$ cat src/rtl/gda_spec_recover_n8.sv
// Windowed speculative-carry adder with error detection and optional chunked exact recovery.
// One transaction in flight: accept -> speculate -> (optional ripple fix) -> hold result until consumed.
module gda_spec_recover_n8 #(
  parameter int unsigned N = 8,
  parameter int unsigned W = 5
) (
  input  logic         clk,
  input  logic         rst,
  input  logic         in_valid,
  output logic         in_ready,
  input  logic [N-1:0] in1,
  input  logic [N-1:0] in2,
  input  logic         mode_exact,
  output logic         out_valid,
  input  logic         out_ready,
  output logic [N:0]   res,
  output logic         err_flag,
  output logic         corrected
);

  localparam int unsigned PW = $clog2(N + W + 1);

  typedef enum logic [1:0] {IDLE, SPEC, FIX, DONE} state_e;

  state_e          state_q, state_d;
  logic [N-1:0]    a_q, a_d, b_q, b_d;
  logic            mode_q, mode_d;
  logic [N:0]      res_q, res_d;
  logic            err_q, err_d;
  logic            corr_q, corr_d;
  logic            ov_q, ov_d;
  logic            carry_q, carry_d;
  logic [PW-1:0]   ptr_q, ptr_d;

  logic [N-1:0]    g, p;
  logic [N:0]      spec_sum, exact_sum, fix_res;
  logic            fix_carry;
  logic            fix_last;

  // Carry into bit i produced by the W bits just below it, with zero carry-in at the window base.
  function automatic logic win_carry(input logic [N-1:0] gg, input logic [N-1:0] pp,
                                     input int unsigned i);
    logic c;
    c = 1'b0;
    for (int unsigned j = 0; j < N; j++) begin
      if (j < i && j + W >= i) c = gg[j] | (pp[j] & c);
    end
    return c;
  endfunction

  always_comb begin
    g = a_q & b_q;
    p = a_q ^ b_q;
    spec_sum = '0;
    for (int unsigned i = 0; i < N; i++) begin
      spec_sum[i] = p[i] ^ win_carry(g, p, i);
    end
    spec_sum[N] = win_carry(g, p, N);
    exact_sum = {1'b0, a_q} + {1'b0, b_q};
  end

  always_comb begin
    logic c;
    int unsigned k;
    k = 32'(ptr_q);
    c = carry_q;
    fix_res = res_q;
    for (int unsigned j = 0; j < N; j++) begin
      if (j >= k && j < k + W) begin
        fix_res[j] = p[j] ^ c;
        c = g[j] | (p[j] & c);
      end
    end
    fix_carry = c;
    fix_last = (k + W >= N);
  end

  always_comb begin
    state_d = state_q;
    a_d     = a_q;
    b_d     = b_q;
    mode_d  = mode_q;
    res_d   = res_q;
    err_d   = err_q;
    corr_d  = corr_q;
    ov_d    = 1'b0;
    carry_d = carry_q;
    ptr_d   = ptr_q;
    unique case (state_q)
      IDLE: begin
        if (in_valid) begin
          a_d     = in1;
          b_d     = in2;
          mode_d  = mode_exact;
          state_d = SPEC;
        end
      end
      SPEC: begin
        res_d  = spec_sum;
        err_d  = (spec_sum != exact_sum);
        corr_d = 1'b0;
        if ((spec_sum != exact_sum) && mode_q) begin
          carry_d = 1'b0;
          ptr_d   = '0;
          state_d = FIX;
        end else begin
          state_d = DONE;
        end
      end
      FIX: begin
        res_d   = fix_res;
        carry_d = fix_carry;
        ptr_d   = ptr_q + PW'(W);
        if (fix_last) begin
          res_d[N] = fix_carry;
          corr_d   = 1'b1;
          state_d  = DONE;
        end
      end
      DONE: begin
        // out_valid is registered, so it rises one cycle after DONE is entered.
        ov_d = 1'b1;
        if (ov_q && out_ready) begin
          ov_d    = 1'b0;
          state_d = IDLE;
        end
      end
      default: state_d = IDLE;
    endcase
  end

  always_ff @(posedge clk) begin
    if (rst) begin
      state_q <= IDLE;
      a_q     <= '0;
      b_q     <= '0;
      mode_q  <= 1'b0;
      res_q   <= '0;
      err_q   <= 1'b0;
      corr_q  <= 1'b0;
      ov_q    <= 1'b0;
      carry_q <= 1'b0;
      ptr_q   <= '0;
    end else begin
      state_q <= state_d;
      a_q     <= a_d;
      b_q     <= b_d;
      mode_q  <= mode_d;
      res_q   <= res_d;
      err_q   <= err_d;
      corr_q  <= corr_d;
      ov_q    <= ov_d;
      carry_q <= carry_d;
      ptr_q   <= ptr_d;
    end
  end

  assign in_ready  = (state_q == IDLE) && !rst;
  assign out_valid = ov_q;
  assign res       = res_q;
  assign err_flag  = err_q;
  assign corrected = corr_q;

endmodule

$ cat config.mk
export PLATFORM = sky130hd
export DESIGN_NAME = gda_spec_recover_n8
export DESIGN_NICKNAME = d
export VERILOG_FILES = /design/src/rtl/gda_spec_recover_n8.sv
export SDC_FILE = /design/constraint.sdc
export NUM_CORES = 1
export LEC_CHECK = 0
export ABC_AREA = 0
export BUFFER_PORTS_ARGS = -buffer_cell sky130_fd_sc_hd__buf_2
export CORE_ASPECT_RATIO = 1.75
export CORE_MARGIN = 4
export CORE_UTILIZATION = 53
export DETAILED_ROUTE_END_ITERATION = 8
export PLACE_DENSITY = 0.82
export SLEW_MARGIN = 20
export SYNTH_ARGS = -nofsm -noshare
export SYNTH_HDL_FRONTEND = slang
export SYNTH_SLANG_ARGS = --single-unit
$ cat constraint.sdc
create_clock -name clk -period 5.95 [get_ports clk]
set_input_delay 0.595 -clock clk [delete_from_list [all_inputs] [get_ports clk]]
set_output_delay 0.595 -clock clk [all_outputs]
set_load 0.1 [all_outputs]
* After elaboration in Yosys (flattened, before gate mapping)
Cells that the tools add are included.
Cells by class: bitwise logic cells 66, divide/modulo/power cells 0, reduce and logical (&&, ||, !) cells 27, add/subtract/negate cells 3, $lt $le $gt $ge 17, equality and inequality tests 16, shift operators 0, multipliers 0, mux-type cells 30
Operators with widths (count):
- $lt A3 B32 Y1 const A | 4
- $lt A1 B32 Y1 const A | 2
- $lt A2 B32 Y1 const A | 2
- $and A1 B1 Y1 | 24
- $ne A2 B2 Y1 const B | 12
- $or A1 B1 Y1 | 24
- $reduce_and A2 Y1 | 11
- $mux W1 | 21
- $pmux W9 S2 | 1
- $ge A3 B4 Y1 const A | 4
- $xor A1 B1 Y1 | 15
- $logic_and A1 B1 Y1 | 11
- $add A8 B8 Y9 | 1
- $ne A9 B9 Y1 | 1
- $and A8 B8 Y8 | 1
- $ge A1 B4 Y1 const A | 2
- $ge A2 B4 Y1 const A | 2
- $pmux W2 S4 | 1
- $pmux W4 S2 | 1
- $xor A8 B8 Y8 | 1
- $mux W2 | 3
- $add A4 B3 Y5 const B | 1
- $ge A5 B4 Y1 const B | 1
- $add A4 B3 Y4 const B | 1
- other kinds (10) | 12
Storage, ports and cells: output and inout port bits 13, latch bits 0, register bits after elaboration 36, memories kept 0, ROM bits 0, RAM bits 0

* Depth between registers and ports, before layout
depth after elaboration 27, depth in mapped cells 27, mapped depth without buffers 26

* Worst setup path before layout
OpenSTA, ideal clock, no wires.
path type register to register, start point register ptr_q[0], end point register res_q[7] (netlist: res[7]), library setup time 0.086 ns, data arrival time 6.335 ns, data required time 5.864 ns, cell stages (with the launch flop) 27, slack -0.471 ns, cells stage by stage dfxtp_1 > ha_1 > buf_6 > a21bo_2 > o211a_2 > o21a_1 > fa_1 > mux2_2 > fa_1 > mux2_2 > fa_1 > and3_1 > a31oi_1 > and2_1 > fa_1 > inv_1 > a2111o_1 > and2_2 > fa_1 > mux2_2 > fa_1 > a22o_1 > nor2_1 > fa_1 > nand2_1 > o21ai_0 > a211oi_1
On the way: word-level cells in the longest chain between the ends 25
RTL lines:
- from (decl) | RTL line 33 | logic [PW-1:0] ptr_q, ptr_d;
- from (signal assigned) | RTL line 154 | ptr_q <= ptr_d;
- $add A4 B3 Y5 | RTL line 69 | if (j >= k && j < k + W) begin
- $lt A1 B32 Y1 | RTL line 69
- $logic_and A1 B1 Y1 | RTL line 69
- $mux W1 | RTL line 69
- $and A1 B1 Y1 | RTL line 71 | c = g[j] | (p[j] & c);
- $or A1 B1 Y1 | RTL line 71
- $mux W1 | RTL line 69
- $and A1 B1 Y1 | RTL line 71
- (+9 left out)
- $or A1 B1 Y1 | RTL line 71
- $mux W1 | RTL line 69
- $and A1 B1 Y1 | RTL line 71
- $or A1 B1 Y1 | RTL line 71
- $mux W1 | RTL line 69
- $xor A1 B1 Y1 | RTL line 70 | fix_res[j] = p[j] ^ c;
- $mux W1 | RTL line 69
- $pmux W9 S2 | RTL line 89 | unique case (state_q)
- to (signal assigned) | RTL line 149 | res_q <= res_d;
- to (decl) | RTL line 28 | logic [N:0] res_q, res_d;
Parallel ways exist; a longest one is shown, timed or not. The select of a mux whose other input is x is not followed. A chain may end at the register's enable or synchronous reset.

* Final worst setup path
Same ends and word-level chain as after synthesis.

==> impl_metrics.prom <==
# TYPE chip_impl_metric gauge
chip_impl_metric{name="mappedNetlistNets",unit=""} 388
chip_impl_metric{name="synth.yosys.seq_area_share",unit="%"} 25.5
chip_impl_metric{name="post_synth.cell_area_avg",unit="um^2"} 8.37
chip_impl_metric{name="final_net_count",unit=""} 434
chip_impl_info{name="clockRootBuffer",value="sky130_fd_sc_hd__clkbuf_8"} 1
chip_impl_metric{name="arrival",unit="ns"} 6.22
chip_impl_metric{name="grt_start_max_net_pins",unit=""} 35
chip_impl_metric{name="detail_route.vias_per_cell",unit=""} 6.20
chip_impl_info{name="synth_ff_type",value="sky130_fd_sc_hd__dfxtp_1"} 1
chip_impl_metric{name="tritoncts_num_sinks",unit=""} 36
chip_impl_metric{name="max_slew.worst_pin.slew",unit="ns"} 1.01
chip_impl_metric{name="num-fill-cells",unit=""} 466
chip_impl_metric{name="r2r_setup_slk",unit="ns"} -0.06
chip_impl_metric{name="gp_routability_congestion",unit=""} 0.970
chip_impl_info{name="run_status",value="finished with violations"} 1
chip_impl_metric{name="fp.dieW",unit="um"} 63.2
chip_impl_metric{name="drt_drc_violations_left",unit=""} 0
chip_impl_metric{name="grt_usage",unit="%"} 23.0
chip_impl_metric{name="achievable-frequency",unit="MHz"} 166
chip_impl_metric{name="ys_types",unit=""} 72
chip_impl_metric{name="routed_wl",unit="um"} 7350
chip_impl_metric{name="avgRoutedWirePerCell",unit="um"} 16.7
chip_impl_info{name="tritoncts_clock_tree",value="built"} 1
chip_impl_metric{name="post_synthesis_instance_total",unit=""} 338
chip_impl_metric{name="setup_slack",unit="ns"} -0.0572
chip_impl_metric{name="grt_first_pass_wirelength",unit="um"} 12400
chip_impl_metric{name="number_of_optimization_iterations_in_the_first_detailed_route_pass",unit=""} 4
chip_impl_metric{name="placeableCoreArea",unit="um^2"} 5210
chip_impl_metric{name="finalClockSkew",unit="ns"} 0.00500
chip_impl_metric{name="vias",unit=""} 2723
chip_impl_metric{name="dp_hpwl",unit="um"} 5670
chip_impl_metric{name="placed_cells_incl_taps",unit=""} 426
chip_impl_metric{name="timing.critical_path.fanout_max",unit=""} 5
chip_impl_metric{name="synthesized_area_fraction_occupied_by_and_or_nand_nor_cells",unit="%"} 20.5
chip_impl_metric{name="finalMaxSlewViolations",unit=""} 0
chip_impl_metric{name="flow.area_growth_from_synthesis",unit="%"} 16.8
chip_impl_metric{name="worst_skew_pair.late_latency",unit="ns"} 0.30
chip_impl_metric{name="detailed_place.area",unit="um^2"} 3150
chip_impl_metric{name="first_global_vias",unit=""} 2739
chip_impl_metric{name="final_period_minus_worst_setup_slack",unit="ns"} 6.01
chip_impl_metric{name="post_synth_mux_area_share",unit="%"} 2.83
chip_impl_info{name="synth.most_common_cell",value="sky130_fd_sc_hd__nand2_1"} 1
chip_impl_metric{name="clockPowerShare",unit="%"} 11.8
chip_impl_metric{name="ys_ff_latch",unit=""} 36
chip_impl_metric{name="final_core_utilization",unit="%"} 63.4
chip_impl_metric{name="sw_frac_of_total",unit="%"} 53.9
chip_impl_metric{name="worstPathRequired",unit="ns"} 6.16
chip_impl_metric{name="async_reset_ff_share",unit="%"} 0
chip_impl_info{name="worstSetupPathType",value="flop to flop"} 1
chip_impl_metric{name="synthesis.area",unit="um^2"} 2830
chip_impl_info{name="ys_top_cells_by_count",value="52 x sky130_fd_sc_hd__nand2_1, 39 x sky130_fd_sc_hd__a21oi_1, 36 x sky130_fd_sc_hd__dfxtp_1, 30 x sky130_fd_sc_hd__inv_1, 19 x sky130_fd_sc_hd__nor2_1"} 1
chip_impl_metric{name="final_area",unit="um^2"} 3300
chip_impl_metric{name="synth_top_cell_area_share",unit="%"} 25.5
chip_impl_metric{name="cts.htree.levels",unit=""} 2
chip_impl_metric{name="post_synth_edffs",unit=""} 0
chip_impl_metric{name="port_buffers",unit=""} 33
chip_impl_metric{name="post_synth_xor_area_fraction",unit="%"} 1.55
chip_impl_metric{name="max-slew-margin-rel",unit="%"} 32.3
chip_impl_metric{name="powerDensity",unit="nW/um^2"} 444
chip_impl_metric{name="peakVddDrop",unit="mV"} 0.297
chip_impl_metric{name="setup_violations_final",unit=""} 1
chip_impl_info{name="netlist_top_cells_area",value="sky130_fd_sc_hd__dfxtp_1 25%, sky130_fd_sc_hd__fa_1 8.5%, sky130_fd_sc_hd__ha_1 7.5%"} 1
chip_impl_metric{name="maxcap_viol_count",unit=""} 0
chip_impl_metric{name="power.leakage",unit="nW"} 1.45
chip_impl_metric{name="sequentialPowerShare",unit="%"} 24.4
chip_impl_metric{name="synthesized_area_fraction_occupied_by_ao_oa_aoi_and_oai_cells",unit="%"} 27.2
chip_impl_metric{name="number_of_buffers_inserted_during_clock_tree_synthesis",unit=""} 5
chip_impl_info{name="rsz0062_at_grt",value="true"} 1
chip_impl_metric{name="cts-root-to-sink-buffers",unit=""} 2
chip_impl_info{name="worst_setup_path_end_kind",value="flop"} 1
chip_impl_metric{name="post-route-period-util",unit="%"} 101
chip_impl_info{name="min_path_type",value="flop to flop"} 1
chip_impl_metric{name="antenna_violations_before_repair",unit=""} 0
chip_impl_metric{name="design.die.area",unit="um^2"} 6620
chip_impl_metric{name="route.antenna.remaining_nets",unit=""} 0
chip_impl_metric{name="initial_cell_density_of_the_core",unit="%"} 54.3
chip_impl_info{name="setup.worst_path.start_class",value="flop"} 1
chip_impl_metric{name="cts_hold_repair.buffers",unit=""} 0
chip_impl_metric{name="yosysWarnings",unit=""} 0
chip_impl_metric{name="post_route_cells_drive_above_1_share",unit="%"} 25.8
chip_impl_metric{name="drtIter0Drc",unit=""} 84
chip_impl_metric{name="die-height",unit="um"} 105
chip_impl_metric{name="io-pin-count",unit=""} 34
chip_impl_metric{name="power.combinational.fraction",unit="%"} 63.8
chip_impl_info{name="yosys.area.top_type",value="sky130_fd_sc_hd__dfxtp_1"} 1
chip_impl_metric{name="hold_viol_final",unit=""} 0
chip_impl_metric{name="num_rows",unit=""} 35
chip_impl_metric{name="clk_pin_slew",unit="ns"} 0.08
chip_impl_metric{name="worst_slack_at_placement",unit="ns"} -0.0917
chip_impl_metric{name="num_antenna_cells",unit=""} 0
chip_impl_metric{name="sw_pwr",unit="mW"} 0.792
chip_impl_info{name="failed_checks",value="negative setup slack"} 1
chip_impl_metric{name="grt.overflow.total",unit=""} 0
chip_impl_metric{name="cellInternalPower",unit="mW"} 0.676
chip_impl_metric{name="final_std_cells_w_o_fill",unit=""} 439
chip_impl_metric{name="synth_adder_area_share",unit="%"} 16.0
chip_impl_info{name="combinational_family_with_the_most_area_after_synthesis",value="compound AO/OA/AOI/OAI gates"} 1
## cells in the final DEF (no fill, tap or decap), types with 3 or more instances in the layout
cell type,count
sky130_fd_sc_hd__and3_1,4
sky130_fd_sc_hd__ha_1,16
sky130_fd_sc_hd__nor2b_1,6
sky130_fd_sc_hd__buf_4,20
sky130_fd_sc_hd__o21ai_0,6
sky130_fd_sc_hd__a221oi_1,3
sky130_fd_sc_hd__clkbuf_8,5
sky130_fd_sc_hd__a211oi_1,10
sky130_fd_sc_hd__nand2b_1,3
sky130_fd_sc_hd__a2111o_1,3
sky130_fd_sc_hd__a21o_1,4
sky130_fd_sc_hd__a21oi_1,39
sky130_fd_sc_hd__nand2_1,52
sky130_fd_sc_hd__nor4b_1,3
sky130_fd_sc_hd__nor3_1,4
sky130_fd_sc_hd__xor2_1,3
sky130_fd_sc_hd__nor2_1,18
sky130_fd_sc_hd__nand3_1,4
sky130_fd_sc_hd__buf_2,33
sky130_fd_sc_hd__mux2_4,3
sky130_fd_sc_hd__fa_2,6
sky130_fd_sc_hd__inv_1,30
sky130_fd_sc_hd__fa_1,6
sky130_fd_sc_hd__dfxtp_1,34
## metrics by stage
| step | hold slack [ns] | setup TNS [ns] | total power [mW] |
|---|---|---|---|
| after detailed placement | 0.462 | -0.117 | 1.27 |
| after CTS | 0.472 | -0.0610 | 1.45 |
| after floorplan | 0.440 | -0.0690 | 1.08 |
| after global routing | 0.495 | -0.493 | 1.57 |
| after global placement | 0.446 | 0 | 1.25 |
| final | 0.468 | -0.0572 | 1.47 |
## per-layer routing
metal,global-route usage (%),wire length [um],vias to the layer above
met3,3.12,399,31
met1,25.1,2780,1290
met5,0,0,-
li1,-,-,1299
met2,41.1,3830,103
met4,14.1,346,0
## final timing paths
check	cells past startpoint	end	startpoint
worst min register to register	2	corrected	corrected
worst max register to register	25	res[7]	ptr_q[0]
worst min-delay path	2	corrected	corrected
worst max-delay path	25	res[7]	ptr_q[0]
## layout make-up
type	count	area (um^2)	area share, %
tap	55	68.8	2.08
clock inverter	2	12.5	0.379
sequential	36	726	22.0
timing repair buffer	53	315	9.54
clock buffer	5	68.8	2.08
multi-input combinational	258	2000	60.5
inverter	30	113	3.41
## power by group through the flow
stage                     registers, mW  clock network, mW  logic, mW
after floorplan                   0.566                  0      0.512
final                             0.358              0.174      0.936
after CTS                         0.358              0.176      0.912
after global routing              0.369              0.186       1.01
after detailed placement          0.364                  0      0.908
after global placement            0.360                  0      0.891
## repair_timing
action                     in CTS  in global routing
resized for setup               2                  5
buffers inserted                0                  6
setup endpoints to repair       2                  3
hold endpoints to repair        0                  0
pin swaps                       4                  5
## registers in the layout, summed over array words and instances (netlist names)
| signal | count |
|---|---|
| corrected | 1 |
| ptr_q | 4 |
| a_q | 8 |
| err_flag | 1 |
| res | 9 |
| mode_q | 1 |
| carry_q | 1 |
| state_q | 2 |
| out_valid | 1 |
| b_q | 8 |
## critical path: stages, from the launching register on
cell,delay (ns)
sky130_fd_sc_hd__dfxtp_4,0.39
sky130_fd_sc_hd__ha_4,0.14
sky130_fd_sc_hd__a21bo_4,0.22
sky130_fd_sc_hd__o211a_4,0.22
sky130_fd_sc_hd__o21a_1,0.20
sky130_fd_sc_hd__fa_2,0.34
sky130_fd_sc_hd__mux2_4,0.29
sky130_fd_sc_hd__fa_2,0.35
sky130_fd_sc_hd__mux2_2,0.29
sky130_fd_sc_hd__fa_2,0.33
sky130_fd_sc_hd__and3_4,0.17
sky130_fd_sc_hd__a31oi_4,0.13
sky130_fd_sc_hd__and2_4,0.15
sky130_fd_sc_hd__fa_1,0.15
sky130_fd_sc_hd__inv_1,0.04
sky130_fd_sc_hd__a2111o_1,0.30
sky130_fd_sc_hd__and2_4,0.15
sky130_fd_sc_hd__fa_2,0.34
sky130_fd_sc_hd__mux2_4,0.28
sky130_fd_sc_hd__fa_2,0.34
sky130_fd_sc_hd__a22o_1,0.24
sky130_fd_sc_hd__nor2_2,0.10
sky130_fd_sc_hd__fa_2,0.44
sky130_fd_sc_hd__nand2_1,0.06
sky130_fd_sc_hd__o21ai_1,0.06
sky130_fd_sc_hd__a211oi_1,0.18
## cell families after synthesis
| family | Yosys count |
|---|---|
| simple gates | 114 |
| compound gates | 103 |
| buf+inv | 44 |
| flops | 36 |
| fa+ha+maj | 29 |
| mux | 7 |
| xor+xnor | 5 |
Power figures use the tool's default switching activity.
